**src/rtl/fifo_pkg.sv**
```systemverilog
// -----------------------------------------------------------------------------
// fifo_pkg
// Shared helpers for the async FIFO pointer logic.
//   bin2gray()          binary -> reflected Gray code
//   gray2bin()          reflected Gray -> binary (XOR prefix)
//   ptr_params_legal()  elaboration-time legality test for pointer parameters
// The helpers work on a fixed maximum word; callers zero-extend their
// PTR_WIDTH+1 pointer into it and truncate the result back. Zero upper bits
// do not change either conversion.
// -----------------------------------------------------------------------------
package fifo_pkg;

   localparam int unsigned GRAY_MAX_W = 32'd32;

   typedef logic [GRAY_MAX_W-1:0] gray_word_t;

   function automatic gray_word_t bin2gray(input gray_word_t b);
      return b ^ (b >> 1'b1);
   endfunction

   // Prefix XOR by doubling shift distances: bit i becomes XOR of g[MSB:i].
   function automatic gray_word_t gray2bin(input gray_word_t g);
      gray_word_t b;
      b = g;
      for (int s = 32'sd1; s < int'(GRAY_MAX_W); s = s << 1) begin
         b = b ^ (b >> s);
      end
      return b;
   endfunction

   // The full compare needs the top two pointer bits and the lower bits,
   // so PTR_WIDTH must be at least 2. The pointer must also fit the helpers.
   function automatic bit ptr_params_legal(input int ptr_width, input int afull_thresh);
      return (ptr_width >= 32'sd2) &&
             (ptr_width < int'(GRAY_MAX_W) - 32'sd1) &&
             (afull_thresh >= 32'sd0) &&
             (afull_thresh < (32'sd1 << ptr_width));
   endfunction

endpackage : fifo_pkg

```
**src/rtl/fifo_gray2bin.sv**
```systemverilog
// -----------------------------------------------------------------------------
// fifo_gray2bin
// Combinational Gray -> binary converter (XOR prefix from the MSB down).
//   gray  in   WIDTH   Gray-coded value
//   bin   out  WIDTH   binary equivalent; bin[i] = ^gray[WIDTH-1:i]
// -----------------------------------------------------------------------------
module fifo_gray2bin #(
   parameter int WIDTH = 7
) (
   input  logic [WIDTH-1:0] gray,
   output logic [WIDTH-1:0] bin
);

   // Each binary bit is the parity of the Gray bits at and above it.
   always_comb begin
      bin = '0;
      for (int i = 32'sd0; i < WIDTH; i++) begin
         bin[i] = ^(gray >> i);
      end
   end

endmodule : fifo_gray2bin

```
**src/rtl/fifo_wptr_full.sv**
```systemverilog
// -----------------------------------------------------------------------------
// fifo_wptr_full
// Write-domain pointer and flag generator of the async FIFO (transmit end of
// the pointer crossing).
//   clk               in   1            write-domain clock
//   resetn            in   1            synchronous active-low reset
//   wr_valid          in   1            producer has a word to write
//   wr_ready          out  1            ~full & resetn
//   wr_en_mem         out  1            RAM write strobe, wr_valid & wr_ready
//   wr_addr           out  PTR_WIDTH    RAM write address (low bits of wbin)
//   wr_ptr_gray       out  PTR_WIDTH+1  registered Gray write pointer
//   rd_ptr_gray_sync  in   PTR_WIDTH+1  read Gray pointer synchronized to clk
//   full              out  1            registered full flag
//   almost_full       out  1            registered, free entries <= AFULL_THRESH
//   wr_free           out  PTR_WIDTH+1  registered free-entry count 0..DEPTH
// -----------------------------------------------------------------------------
module fifo_wptr_full
   import fifo_pkg::*;
#(
   parameter int PTR_WIDTH    = 6,
   parameter int AFULL_THRESH = 4
) (
   input  logic                 clk,
   input  logic                 resetn,
   input  logic                 wr_valid,
   output logic                 wr_ready,
   output logic                 wr_en_mem,
   output logic [PTR_WIDTH-1:0] wr_addr,
   output logic [PTR_WIDTH:0]   wr_ptr_gray,
   input  logic [PTR_WIDTH:0]   rd_ptr_gray_sync,
   output logic                 full,
   output logic                 almost_full,
   output logic [PTR_WIDTH:0]   wr_free
);

   localparam int                 PW          = PTR_WIDTH + 32'sd1;
   localparam int                 DEPTH       = 32'sd1 << PTR_WIDTH;
   localparam logic [PTR_WIDTH:0] DEPTH_C     = PW'(DEPTH);
   localparam logic [PTR_WIDTH:0] AFULL_C     = PW'(AFULL_THRESH);
   localparam logic               AFULL_RST_C = (DEPTH <= AFULL_THRESH);

   if (!ptr_params_legal(PTR_WIDTH, AFULL_THRESH)) begin : g_illegal_params
      $error("fifo_wptr_full: PTR_WIDTH must be >= 2 and AFULL_THRESH in 0..DEPTH-1");
   end

   logic [PTR_WIDTH:0] wbin_r;
   logic [PTR_WIDTH:0] rbin_s;
   logic [PTR_WIDTH:0] wbin_next_s;
   logic [PTR_WIDTH:0] wgray_next_s;
   logic [PTR_WIDTH:0] rgray_full_s;
   logic [PTR_WIDTH:0] used_next_s;
   logic [PTR_WIDTH:0] free_next_s;
   logic               push_s;
   logic               full_next_s;
   logic               afull_next_s;

   fifo_gray2bin #(
      .WIDTH (PW)
   ) u_rd_gray2bin (
      .gray (rd_ptr_gray_sync),
      .bin  (rbin_s)
   );

   // Handshake outputs; gated by resetn so nothing is accepted during reset.
   always_comb begin
      wr_ready  = ~full & resetn;
      wr_en_mem = wr_valid & wr_ready;
      wr_addr   = wbin_r[PTR_WIDTH-1:0];
   end

   // Next-state pointer and flag computation. The read pointer and a push in
   // the same cycle are both folded in here, so neither is lost.
   always_comb begin
      push_s       = wr_valid & ~full;
      wbin_next_s  = wbin_r + {{PTR_WIDTH{1'b0}}, push_s};
      wgray_next_s = PW'(bin2gray(GRAY_MAX_W'(wbin_next_s)));
      // Full when the write pointer is exactly one lap ahead: in Gray code
      // that is the read pointer with its top two bits inverted.
      rgray_full_s = {~rd_ptr_gray_sync[PTR_WIDTH:PTR_WIDTH-1],
                      rd_ptr_gray_sync[PTR_WIDTH-2:0]};
      full_next_s  = (wgray_next_s == rgray_full_s);
      used_next_s  = wbin_next_s - rbin_s;
      free_next_s  = DEPTH_C - used_next_s;
      afull_next_s = (free_next_s <= AFULL_C);
   end

   // State registers; the Gray pointer is registered so the crossing sees a
   // glitch-free value that moves at most one bit per clk.
   always_ff @(posedge clk) begin
      if (!resetn) begin
         wbin_r      <= '0;
         wr_ptr_gray <= '0;
         full        <= 1'b0;
         almost_full <= AFULL_RST_C;
         wr_free     <= DEPTH_C;
      end else begin
         wbin_r      <= wbin_next_s;
         wr_ptr_gray <= wgray_next_s;
         full        <= full_next_s;
         almost_full <= afull_next_s;
         wr_free     <= free_next_s;
      end
   end

endmodule : fifo_wptr_full
```
**config.mk**
```make
export PLATFORM = sky130hd
export DESIGN_NAME = fifo_wptr_full
export DESIGN_NICKNAME = d
export VERILOG_FILES = /design/src/rtl/fifo_pkg.sv /design/src/rtl/fifo_gray2bin.sv /design/src/rtl/fifo_wptr_full.sv
export SDC_FILE = /design/constraint.sdc
export NUM_CORES = 1
export LEC_CHECK = 0
export ABC_AREA = 1
export CAP_MARGIN = 20
export CORE_UTILIZATION = 48
export DETAILED_ROUTE_END_ITERATION = 8
export PLACE_DENSITY_LB_ADDON = 0.25
export SETUP_SLACK_MARGIN = 0.3
export SYNTH_ARGS = -nofsm -noshare
export SYNTH_HDL_FRONTEND = slang
export SYNTH_SLANG_ARGS = --single-unit
```
**constraint.sdc**
```tcl
create_clock -name clk -period 7.62 [get_ports clk]
set_input_delay 0.762 -clock clk [delete_from_list [all_inputs] [get_ports clk]]
set_output_delay 0.762 -clock clk [all_outputs]
set_load 0.01 [all_outputs]
```
==> impl_metrics.env <==
export IMPL_wire_length_of_the_first_global_routing_pass_mm=5.49
export IMPL_timing_max_transition_violations_final=0
export IMPL_cts_resized=0
export IMPL_total_cts_buffers=3
export IMPL_path_max_fanout=17
export IMPL_remaining_drc_errors=0
export IMPL_cellLeakagePower_nw=0.858
export IMPL_tightestPinTransition_ns=0.490
export IMPL_cts_sinks=22
export IMPL_width_of_the_die_um=56.4
export IMPL_worst_endpoint_required_ns=6.86
export IMPL_antennaDiodeCount=0
export IMPL_synth_net_count=212
export IMPL_antenna_violating_nets_post_route=0
export IMPL_synth_flop_cell="sky130_fd_sc_hd__dfxtp_1"
export IMPL_cts_tree="yes"
export IMPL_cts_clk_slew_worst_paths_ns=0.14
export IMPL_synth_largest_area_cell="sky130_fd_sc_hd__dfxtp_1"
export IMPL_cts_root_to_sink_buffers=2
export IMPL_gr_max_usage_layer="met2"
export IMPL_fin_crit_sh=0.467
export IMPL_clock_insertion_delay_worst_skew_ns=0.32
export IMPL_rsz0062_at_grt="false"
export IMPL_timing_max_slew_rel_slack=0.671
export IMPL_grt_util_met1=0.278
export IMPL_worst_setup_path_type="input pin to output pin"
export IMPL_ys_top_cells_by_count="39 x sky130_fd_sc_hd__nand2_1, 23 x sky130_fd_sc_hd__inv_1, 22 x sky130_fd_sc_hd__dfxtp_1"
export IMPL_detailedRoute_firstIterationViolations=36
export IMPL_die_h_um=56.4
export IMPL_ctsHtreeMaxLevel=1
export IMPL_drive_gt1_frac=0.124
export IMPL_finalWorstSetupSlack_ns=4.06
export IMPL_antenna_violations_before_repair=0
export IMPL_dr_pass1_iters=4
export IMPL_synth_edf_count=0
export IMPL_met2_demand_to_capacity_share_in_global_routing=0.379
export IMPL_seq_area_frac_synth=0.310
export IMPL_critical_path_reg2reg_endpoint="almost_full"
export IMPL_report_final_setup_viol=0
export IMPL_post_cts_hold_buffer_count=0
export IMPL_reg2reg_slack_ns=4.82
export IMPL_ctsRootBufferMaster="sky130_fd_sc_hd__clkbuf_4"
export IMPL_core_um2=2780
export IMPL_synthesis_area_um2=1420
export IMPL_core_rowCount=19
export IMPL_post_synth_top_area_fraction=0.310
export IMPL_viasPerCell=5.13
export IMPL_clock_period_minus_final_worst_setup_slack_ns=3.56
export IMPL_grt_pass1_vias=1267
export IMPL_timing_setup_tns_ns=0
export IMPL_crit_path_end_kind="output pin"
export IMPL_gp_routability_congestion=0.852
export IMPL_critical_path_startpoint_type="input pin"
export IMPL_ys_types=25
export IMPL_post_place_ws_ns=3.96
export IMPL_grt_usage=0.223
export IMPL_hpwl_mm=2.45
export IMPL_detail_route_wirelength_mm=3.14
export IMPL_use_met3=0.0300
export IMPL_synth_async_reset_ratio=0
export IMPL_worstSetupStartpoint="resetn"
export IMPL_synth_yosys_warnings=0
export IMPL_placement_io_buffers=33
export IMPL_status="complete, no violations"
export IMPL_post_synth_inst_count=189
export IMPL_post_synth_cell_area_avg_um2=7.52
export IMPL_power_per_cell_area_nw_per_um2=221
export IMPL_avgRoutedWirePerCell_um=12.3
export IMPL_postSynthRegisterBits=22
export IMPL_reg2reg_depth=14
export IMPL_die_ar_um2=3180
export IMPL_cp_arrival_ns=2.79
export IMPL_post_route_util=0.661
export IMPL_num_vias=1313
export IMPL_achievable_frequency_ghz=0.281
export IMPL_synthTopCellsByArea="sky130_fd_sc_hd__dfxtp_1 31%, sky130_fd_sc_hd__ha_1 11%, sky130_fd_sc_hd__nand2_1 10%"
export IMPL_floorplan_io_pins=34
export IMPL_launch_point_of_the_worst_reg_to_reg_path="full"
export IMPL_area_delta_synth_final_pct=29.4
export IMPL_layout_nets=249
export IMPL_peakVddDrop_v=0.000210
export IMPL_grt_max_degree=18
export IMPL_cap_viol_max_count=0
export IMPL_post_cts_setup_buffer_count=0
export IMPL_critPathCapture="wr_en_mem"
export IMPL_holdCritPathClass="flip-flop to flip-flop"
export IMPL_final_setup_skew_ns=0.0101
export IMPL_report_final_hold_viol_count=0
export IMPL_grt_overflow_total=0
export IMPL_synth_most_common_cell="sky130_fd_sc_hd__nand2_1"
export IMPL_initial_utilization=0.511
==> flip-flops by register name (all words and copies together), names as in the netlist <==
register     count
wbin_r           6
wr_ptr_gray      7
wr_free          7
full             1
almost_full      1
==> stage by stage <==
stage          hold WS [ns]  cells  instance area, um^2  power, mW
6_report              0.663    256                 1840      0.407
4_1_cts               0.658    256                 1840      0.409
5_1_grt               0.699    256                 1840      0.435
3_5_place_dp          0.621    252                 1790      0.315
3_3_place_gp          0.617    252                 1790      0.313
2_1_floorplan         0.614    189                 1420      0.252
==> layout by cell type, fill, tap and decap left out <==
cell and instances:
sky130_fd_sc_hd__fa_1 1, sky130_fd_sc_hd__xor2_2 1, sky130_fd_sc_hd__a21oi_1 6, sky130_fd_sc_hd__inv_1 23, sky130_fd_sc_hd__o21bai_2 1, sky130_fd_sc_hd__nand2_1 39, sky130_fd_sc_hd__nand4_1 1, sky130_fd_sc_hd__nor2_1 21
sky130_fd_sc_hd__ha_1 12, sky130_fd_sc_hd__nor2_4 1, sky130_fd_sc_hd__clkbuf_4 3, sky130_fd_sc_hd__xor2_4 1, sky130_fd_sc_hd__o21ai_0 4, sky130_fd_sc_hd__inv_2 4, sky130_fd_sc_hd__bufinv_16 1, sky130_fd_sc_hd__dfxtp_1 22
sky130_fd_sc_hd__nor2_2 5, sky130_fd_sc_hd__xnor2_2 1, sky130_fd_sc_hd__nand3_1 15, sky130_fd_sc_hd__clkinv_1 1, sky130_fd_sc_hd__nand3b_1 1, sky130_fd_sc_hd__xor2_1 10, sky130_fd_sc_hd__nor3_1 2, sky130_fd_sc_hd__nand3_2 3
sky130_fd_sc_hd__xnor2_1 6, sky130_fd_sc_hd__nand2_2 7, sky130_fd_sc_hd__clkdlybuf4s50_1 33
==> layout make-up <==
cell class / count / area, um^2
sequential: 22 / 440
tap: 31 / 38.8
timing repair buffer: 33 / 330
inverter: 28 / 105
fill: 240 / 942
clock inverter: 1 / 30.0
multi-input combinational: 138 / 872
clock buffer: 3 / 22.5
==> power breakdown <==
group          internal [mW]  leakage (nW)  total, mW  switching [mW]
combinational         0.0857         0.650      0.177          0.0918
sequential             0.133         0.180      0.138         0.00502
clock                 0.0532        0.0279     0.0918          0.0386
==> cells by family (layout without fill, tap and decap cells) <==
group / count (synthesis) / after routing / synth area share
fa+ha+maj: 13 / 13 / 0.120
buf+inv: 29 / 65 / 0.0766
simple gates: 95 / 95 / 0.310
flops: 22 / 22 / 0.310
compound gates: 11 / 11 / 0.0431
xor+xnor: 19 / 19 / 0.141
==> worst min-delay path by stage <==
stage,depth (start not counted),from,slack (ns),endpoint
final,3,wr_ptr_gray[6],0.66,wr_ptr_gray[6]
after global routing,3,wr_ptr_gray[6],0.70,wr_ptr_gray[6]
after CTS,3,wr_ptr_gray[6],0.66,wr_ptr_gray[6]
after detailed placement,3,wr_ptr_gray[6],0.62,wr_ptr_gray[6]
after global placement,3,wr_ptr_gray[6],0.62,wr_ptr_gray[6]
after floorplan,3,wbin_r[4],0.61,wbin_r[4]
==> critical path, cell delays in order <==
cell	delay (ns)
sky130_fd_sc_hd__clkdlybuf4s50_1	0.63
sky130_fd_sc_hd__clkinv_1	0.48
sky130_fd_sc_hd__nor3_1	0.34
sky130_fd_sc_hd__clkdlybuf4s50_1	0.58
==> layer usage <==
metal | wire [um] | part of all wire
met1 | 1440 | 0.46
met2 | 1490 | 0.47
met3 | 134 | 0.043
met4 | 75 | 0.024
met5 | 0 | 0
(Power assumes the default switching activity.)
